[src/rtl/riscv_pkg.sv]
// riscv_pkg: shared load/store encodings and LSU state type for the MEM stage.
package riscv_pkg;
   localparam logic [2:0] F3_B  = 3'b000;
   localparam logic [2:0] F3_H  = 3'b001;
   localparam logic [2:0] F3_W  = 3'b010;
   localparam logic [2:0] F3_BU = 3'b100;
   localparam logic [2:0] F3_HU = 3'b101;
   localparam logic [1:0] RESULTSRC_MEM = 2'b01;

   typedef enum logic [1:0] {IDLE, REQ, WAIT_R, DONE} lsu_state_t;

   function automatic logic f3_illegal(input logic [2:0] f3);
      return !(f3 inside {F3_B, F3_H, F3_W, F3_BU, F3_HU});
   endfunction
endpackage

[src/rtl/lsu_align.sv]
// lsu_align: store lane replication/strobes and load lane select with sign/zero extension.
module lsu_align (
   input  logic [2:0]  st_f3_i,
   input  logic [1:0]  st_off_i,
   input  logic [31:0] st_data_i,
   output logic [31:0] st_wdata_o,
   output logic [3:0]  st_wstrb_o,
   input  logic [2:0]  ld_f3_i,
   input  logic [1:0]  ld_off_i,
   input  logic [31:0] ld_rdata_i,
   output logic [31:0] ld_data_o
);
   logic [15:0] lane;
   logic        sx;
   assign lane = 16'(ld_rdata_i >> {ld_off_i, 3'b000});
   assign sx   = ~ld_f3_i[2];
   always_comb begin
      st_wstrb_o = st_f3_i[1] ? 4'hF : st_f3_i[0] ? 4'b0011 << {st_off_i[1], 1'b0} : 4'b0001 << st_off_i;
      st_wdata_o = st_f3_i[1] ? st_data_i : st_f3_i[0] ? {2{st_data_i[15:0]}} : {4{st_data_i[7:0]}};
      ld_data_o  = ld_f3_i[1] ? ld_rdata_i :
                   ld_f3_i[0] ? {{16{sx & lane[15]}}, lane} : {{24{sx & lane[7]}}, lane[7:0]};
   end
endmodule

[src/rtl/mem_stage_lsu.sv]
// mem_stage_lsu: MEM-stage load/store unit; req/gnt/rvalid handshake, alignment,
// and a pipeline-wide stall while an access is in flight.
module mem_stage_lsu
   import riscv_pkg::*;
#(
   parameter int XLEN   = 32,
   parameter int ADDR_W = 32
) (
   input  logic              clk,
   input  logic              reset,
   input  logic              MemWriteM,
   input  logic [1:0]        ResultSrcM,
   input  logic              RegWriteM,
   input  logic [2:0]        funct3M,
   input  logic [ADDR_W-1:0] ALUResultM,
   input  logic [XLEN-1:0]   WriteDataM,
   output logic              mem_req,
   output logic              mem_we,
   output logic [ADDR_W-1:0] mem_addr,
   output logic [XLEN-1:0]   mem_wdata,
   output logic [3:0]        mem_wstrb,
   input  logic              mem_gnt,
   input  logic              mem_rvalid,
   input  logic [XLEN-1:0]   mem_rdata,
   output logic [XLEN-1:0]   ReadDataM,
   output logic              StallMem,
   output logic              lsu_err
);
   lsu_state_t        state_q, state_d;
   logic [ADDR_W-1:0] addr_q;
   logic [XLEN-1:0]   wdata_q, rdata_q, st_wdata, ld_data;
   logic [3:0]        wstrb_q, st_wstrb;
   logic [2:0]        f3_q;
   logic [1:0]        off_q;
   logic              we_q, err_q, access, bad, start;
   logic              unused_ok;

   assign unused_ok = RegWriteM;
   assign access = MemWriteM | (ResultSrcM == RESULTSRC_MEM);
   assign bad    = f3_illegal(funct3M) | (funct3M[0] & ALUResultM[0]) | (funct3M[1] & |ALUResultM[1:0]);
   // Reset flushes the M instruction, so a held access must not raise the stall.
   assign start  = ~reset & (state_q == IDLE) & access & ~bad;

   lsu_align u_align (
      .st_f3_i   (funct3M),
      .st_off_i  (ALUResultM[1:0]),
      .st_data_i (WriteDataM),
      .st_wdata_o(st_wdata),
      .st_wstrb_o(st_wstrb),
      .ld_f3_i   (f3_q),
      .ld_off_i  (off_q),
      .ld_rdata_i(mem_rdata),
      .ld_data_o (ld_data)
   );

   always_comb begin
      state_d = IDLE;
      unique case (state_q)
         IDLE:    state_d = start ? REQ : IDLE;
         REQ:     state_d = mem_gnt ? (we_q ? DONE : WAIT_R) : REQ;
         WAIT_R:  state_d = mem_rvalid ? DONE : WAIT_R;
         default: state_d = IDLE;
      endcase
   end

   always_ff @(posedge clk or posedge reset) begin
      if (reset) begin
         state_q <= IDLE;
         addr_q  <= '0;
         wdata_q <= '0;
         wstrb_q <= '0;
         f3_q    <= '0;
         off_q   <= '0;
         we_q    <= 1'b0;
         err_q   <= 1'b0;
         rdata_q <= '0;
      end else begin
         state_q <= state_d;
         err_q   <= (state_q == IDLE) & access & bad;
         if (start) begin
            addr_q  <= {ALUResultM[ADDR_W-1:2], 2'b00};
            wdata_q <= st_wdata;
            wstrb_q <= st_wstrb;
            f3_q    <= funct3M;
            off_q   <= ALUResultM[1:0];
            we_q    <= MemWriteM;
         end
         if (state_q == WAIT_R && mem_rvalid) rdata_q <= ld_data;
      end
   end

   assign mem_req   = state_q == REQ;
   assign mem_we    = mem_req & we_q;
   assign mem_wstrb = mem_we ? wstrb_q : 4'h0;
   assign mem_addr  = addr_q;
   assign mem_wdata = wdata_q;
   assign ReadDataM = rdata_q;
   assign StallMem  = start | (state_q == REQ) | (state_q == WAIT_R);
   assign lsu_err   = err_q;
endmodule

[config.mk]
export PLATFORM = sky130hd
export DESIGN_NAME = mem_stage_lsu
export DESIGN_NICKNAME = d
export VERILOG_FILES = /design/src/rtl/riscv_pkg.sv /design/src/rtl/lsu_align.sv /design/src/rtl/mem_stage_lsu.sv
export SDC_FILE = /design/constraint.sdc
export NUM_CORES = 1
export LEC_CHECK = 0
export ABC_AREA = 0
export CAP_MARGIN = 15
export CORE_MARGIN = 3
export CORE_UTILIZATION = 30
export CTS_CLUSTER_DIAMETER = 200
export CTS_CLUSTER_SIZE = 40
export DETAILED_ROUTE_END_ITERATION = 10
export DONT_BUFFER_PORTS = 1
export PLACE_DENSITY = 0.47
export SYNTH_ARGS = -nofsm -noshare
export SYNTH_HDL_FRONTEND = slang
export SYNTH_SLANG_ARGS = --single-unit
export TNS_END_PERCENT = 10
[constraint.sdc]
create_clock -name clk -period 3.25 [get_ports clk]
set_input_delay 0.4875 -clock clk [delete_from_list [all_inputs] [get_ports clk]]
set_output_delay 0.4875 -clock clk [all_outputs]
set_load 0.05 [all_outputs]
==> reports/summary.txt, run 1 <==
Max incr delay on CP: 0.46 ns
# fillers: 1693
Hold Vio Cnt, Final: 0
Syn. warnings: 0
Worst EP arrival: 1.72 ns
Highest Clock Rate: 0.454 GHz
Gr usage total: 14.2%
Syn Inst Count: 460
Sequential area share after synthesis: 52.6%
Core area: 0.0162 sq mm
R2R Path Start: off_q[0]
Site Rows: 46
Inserted Diodes: 0
Setup bufs post-CTS: 0
Die width: 136 um
Number of enable flip-flop cells after synthesis: 0
Cts hold-fix bufs: 0
Detail Placement HPWL: 9450 um
Slew margin rel.: 42.0%
Starting Density: 31.3%
Top Ports: 211
Status: complete, no violations
Fin. max-slew vios: 0
Worst min-delay path class: primary input to asynchronous set/reset pin
Maximum VDD drop: 0.534 mV
Worst-path maximum fanout: 4
Cell area after synthesis: 0.00509 sq mm
Clock-pin slew of the registers on the worst-case setup and hold paths: 0.07 ns
GPL Wtd Cong: 0.821
Layout area overhead: 8.73%
Tightest Pin Transition: 0.870 ns
Cell variety after synth: 36
Reg2reg end: ReadDataM[26]
Layout Utilization: 34.1%
Initial antenna violation count: 0
Fin nets: 555
Crit. Startpoint: state_q[0]
Final setup viols: 0
R2r worst-path depth: 4
Reported net switching power: 3.81 mW
Fin Setup TNS: 0 ns
R2R setup slack: 1.08 ns
Routed WL: 13300 um
Wire per inst: 19.9 um
H-tree depth: 3
Comb power frac: 20.0%
Pwr Total: 6.96 mW
Post_cts resized: 0
Final ANT Viol Nets: 0
Yosys reg bits: 107
Pre-antenna DRT Iters: 4
Critical Path End: StallMem
Vias in the first global route: 3613
Post-synth ARST share: 100%
Vias/cell: 5.12
Clock power frac: 14.8%
Port Buffers: 0
Fraction of layout cells with a size suffix above 1: 23.0%
CP Class: flip-flop to primary output
Seq pwr share: 65.2%
Clk sink count: 107
First-pass GRT wire length: 20400 um
Fin Hold WS: 0.170 ns
Die area: 0.0186 sq mm
Req. time, crit path: 2.76 ns
Minimum clock period: 2.20 ns
DRC: 0
Leak: 2.40 nW
Largest net degree at the start of global routing: 74
Clock latency on the worst-skew pair: 0.34 ns
Final global-route overflow total: 0
Syn avg cell area: 11.1 sq um
RSZ-0062 raised after global routing: no
Initial DRC Count: 122
Worst path cell trace: nor2_1, o21ai_0, nor3_4, or3_1
Worst setup EP type: primary output
Routed vias: 3422
CTS max path bufs: 2
Clock Skew: 0.00430 ns
Worst setup SP type: flip-flop
Synth Flop Type: dfrtp_1
Internal power: 3.15 mW
Final Cycle Share: 67.8%
Max cap viols: 0
Total CTS buffers: 9
CP max-delay cell: or3_1
Root Buffer: clkbuf_16
Pwr/cell area: 1260 mW/mm^2
Vert. Die Dim: 136 um
CTS tree: done
Switching share of power: 54.7%
[final cells by class]
type,instances,area [sq um],share of cell area [%]
timing repair buffer,8,72.6,1.31
clock buffer,12,246,4.46
multi-input combinational,304,2170,39.2
inverter,18,71.3,1.29
sequential,107,2680,48.4
clock inverter,4,26.3,0.475
tap,216,270,4.89
[worst max-delay path: cells and delay by family, from the launching register on]
| family | cells | cell delay (ns) |
|---|---|---|
| simple gates | 3 | 0.80 |
| flops | 1 | 0.40 |
| compound gates | 1 | 0.17 |
[sequential cells by signal, summed over array words and instances (netlist names)]
name and flops:
state_q 2, ReadDataM 32, we_q 1, f3_q 3, mem_wdata 32, mem_addr 30, lsu_err 1, off_q 2
wstrb_q 4
[power groups by stage]
stage	Combinational [mW]	Sequential (mW)	Clock, mW
3_5_place_dp	1.42	4.58	0
5_1_grt	1.56	4.65	1.12
6_report	1.39	4.54	1.03
4_1_cts	1.42	4.56	1.08
2_1_floorplan	1.26	4.31	0
3_3_place_gp	1.37	4.58	0
[synth_stat cells (all sizes together), types with 2 or more instances]
cell / instances / area (sq um)
a21oi: 23 / 115
mux2: 82 / 923
o21bai: 3 / 22.5
o21a: 2 / 15.0
clkbuf: 13 / 48.8
a22oi: 8 / 60.1
and3: 4 / 25.0
o21ai: 34 / 170
nand2b: 11 / 68.8
nor2b: 13 / 81.3
nand3: 32 / 160
and2: 9 / 56.3
nand2: 39 / 146
a211oi: 8 / 65.1
nor3: 2 / 15.0
dfrtp: 107 / 2680
inv: 18 / 67.6
buf: 19 / 136
nor2: 13 / 48.8
mux2i: 10 / 100
[metal layers]
| metal | GRT usage [%] | part of all wire [%] |
|---|---|---|
| met2 | 23.2 | 48 |
| met4 | 5.04 | 1.4 |
| met1 | 16.3 | 38 |
| met3 | 6.92 | 13 |
| met5 | 0 | 0 |
[metrics by stage]
stage                     worst slack, ns  cells  cell area, sq um
after floorplan                      1.11    461              5090
after global placement               1.11    653              5260
after detailed placement             1.07    653              5260
after CTS                            1.00    669              5530
after global routing                0.869    669              5530
final                                1.05    669              5530
[cells by family after synthesis]
group                  share of synthesized area [%]
and+or+nand+nor                                 12.6
DFF                                             52.6
muxes                                           20.1
AOI/OAI and AO/OA                               9.54
buffers and inverters                           4.97
other                                         0.0737
[cell usage in the layout (no fill, tap or decap), types with 10 or more instances in the layout]
| cell type | instances |
|---|---|
| mux2_2 | 76 |
| nand2b_1 | 11 |
| inv_1 | 17 |
| o21ai_0 | 34 |
| nor2_1 | 13 |
| a21oi_1 | 23 |
| mux2i_1 | 10 |
| dfrtp_1 | 107 |
| nand2_1 | 39 |
| nor2b_1 | 13 |
| nand3_1 | 32 |
[worst min path at each step]
stage	endpoint	startpoint	slack, ns	cells after the start
detailed placement	wstrb_q[2]	wstrb_q[2]	0.49	1
CTS	mem_wdata[11]	reset	0.17	2
floorplan	wstrb_q[0]	wstrb_q[0]	0.47	1
finish	mem_wdata[24]	reset	0.17	2
global route	mem_wdata[0]	reset	0.20	2
global placement	wstrb_q[1]	wstrb_q[1]	0.49	1
No activity file was read; power rests on OpenSTA's default activity.
==> run 2: changes to the inputs <==
clock period = 2 ns   (was 3.25 ns; I/O delays follow)
==> reports/summary.txt, run 2 (synthesis gave the netlist of run 1 again) <==
Multi-input gate area: 0.00218 sq mm (+0.58%)
Root Buffer: clkbuf_16
Largest net degree at the start of global routing: 65 (-12%)
Hold Vio Cnt, Final: 0 (unchanged)
RSZ-0062 raised after global routing: no
Worst min-delay path class: primary input to flip-flop
Final global-route overflow total: 0 (unchanged)
Initial DRC Count: 124 (+1.6%)
Final Cycle Share: 93.8%
Starting Density: 31.3% (unchanged)
Fin nets: 572 (+3.1%)
Slew margin rel.: 63.7% (+22 points)
CTS tree: done
Layout area overhead: 14.0%
Vert. Die Dim: 136 um (unchanged)
DRC: 0 (unchanged)
Fin. max-slew vios: 0 (unchanged)
Die area: 0.0186 sq mm (unchanged)
Highest-count cells in the layout ignoring fill and taps: dfrtp_1 (107), mux2_2 (76), nand2_1 (39), o21ai_0 (33), nand3_1 (32)
Leak: 2.52 nW (+5.2%)
Vias in the first global route: 3628 (+0.42%)
Clock Skew: 0.00769 ns (+0.00339 ns)
Fraction of layout cells with a size suffix above 1: 26.4% (+3.4 points)
Final ANT Viol Nets: 0 (unchanged)
Sequential cell area: 0.00268 sq mm (unchanged)
CP max-delay cell: dfrtp_1
Clk sink count: 107 (unchanged)
First-pass GRT wire length: 20800 um (+2.1%)
Initial antenna violation count: 1 (+1)
CP Class: flip-flop to primary output
Wire per inst: 19.6 um (-1.2%)
Final setup viols: 0 (unchanged)
Detail Placement HPWL: 9840 um (+4.1%)
Minimum clock period: 1.88 ns
Tightest Pin Transition: 0.545 ns (-0.325 ns)
Worst setup EP type: primary output
Die width: 136 um (unchanged)
Layout Utilization: 35.7% (+1.6 points)
Worst-path maximum fanout: 4 (unchanged)
Req. time, crit path: 1.70 ns (-1.06 ns)
Core area: 0.0162 sq mm (unchanged)
Max cap viols: 0 (unchanged)
Max incr delay on CP: 0.42 ns (-0.04 ns)
Pwr/cell area: 2030 mW/mm^2 (+61%)
Clock latency on the worst-skew pair: 0.34 ns (about the same)
Worst EP arrival: 1.58 ns (-0.14 ns)
Top Ports: 211 (unchanged)
Most common cell after layout, fill and taps aside: dfrtp_1
Site Rows: 46 (unchanged)
Maximum VDD drop: 0.977 mV (+83%)
Vias/cell: 4.99 (-2.4%)
Worst setup SP type: flip-flop
GPL Wtd Cong: 0.772 (-5.9%)
Routed vias: 3429 (+0.20%)
Total CTS buffers: 9 (unchanged)
Clock-pin slew of the registers on the worst-case setup and hold paths: 0.06 ns (about the same)
CTS max path bufs: 2 (unchanged)
Worst path cell trace: nor2_2, o21ai_2, nor3_4, or3_1, buf_12
H-tree depth: 3 (unchanged)
Fin Setup TNS: 0 ns (unchanged)
Status: complete, no violations
Port Buffers: 0 (unchanged)
Gr usage total: 14.5% (+0.27 points)
Highest Clock Rate: 0.533 GHz
# fillers: 1658 (-2.1%)
Pre-antenna DRT Iters: 4 (unchanged)
Routed WL: 13500 um (+1.4%)
-- run 2: final timing paths --
check	startpoint	to	slack (ns)	depth (start not counted)
worst max register to register	state_q[0]	mem_addr[22]	0.18	6
worst min-delay path	mem_gnt	state_q[1]	0.09	1
worst min register to register	wstrb_q[3]	wstrb_q[3]	0.51	1
min in group asynchronous	reset	mem_wdata[1]	0.56	3
worst max-delay path	state_q[1]	StallMem	0.12	5
max in group asynchronous	reset	mem_addr[23]	0.97	3
-- run 2: what timing repair did --
item | 4_1_cts | 5_1_grt
buffers inserted | 1 | 0
pin swaps | 1 | 0
endpoints found under the setup margin | 1 | 21
endpoints found under the hold margin | 64 | 0
gates resized for setup | 2 | 3
hold buffers | 1 | 0
-- run 2: area by class of cell --
class	instances	share of cell area, %
diodes	1	0.0432
clock buffers	13	4.49
clock inverters	3	0.799
inverters	18	1.23
multi-input cells	304	37.6
flip-flops and latches	107	46.2
well taps	216	4.66
repair buffers	25	5.01
-- run 2: metal layers --
| layer | vias up | global-route usage, % | part of all wire, % |
|---|---|---|---|
| li1 | 1593 | - | - |
| met1 | 1675 | 17.7 | 39 |
| met2 | 150 | 22.6 | 47 |
| met3 | 11 | 6.59 | 12 |
| met4 | 0 | 5.32 | 1.4 |
| met5 | - | 0 | 0 |
-- run 2: where the power goes --
group	switching, mW	internal [mW]
Combinational	1.32	1.32
Clock	0.790	1.04
Sequential	4.14	3.14
-- run 2: metrics by stage --
stage	total power, mW	worst slack [ns]	std cells	hold WS (ns)	cell area [sq um]
3_5_place_dp	10.0	0.0767	668	0.321	5460
2_1_floorplan	9.06	0.0830	461	0.417	5090
3_3_place_gp	9.91	0.0856	668	0.316	5460
6_report	11.8	0.124	687	0.0855	5800
5_1_grt	12.4	0.0291	687	0.0696	5800
4_1_cts	11.9	0.00785	686	0.0577	5790
-- run 2: critical path, delay by kind of cell, from the launching register on --
kind                   cells  cell delay [ns]
buffers and inverters      1             0.17
DFF                        1             0.42
AOI/OAI and AO/OA          1             0.09
and+or+nand+nor            3             0.56
==> run 3: changes to the inputs <==
SETUP_SLACK_MARGIN = 0.02   (was not set)
==> results of run 3 <==
Same layout as run 2: the final DEF is identical, and so are final timing and power.
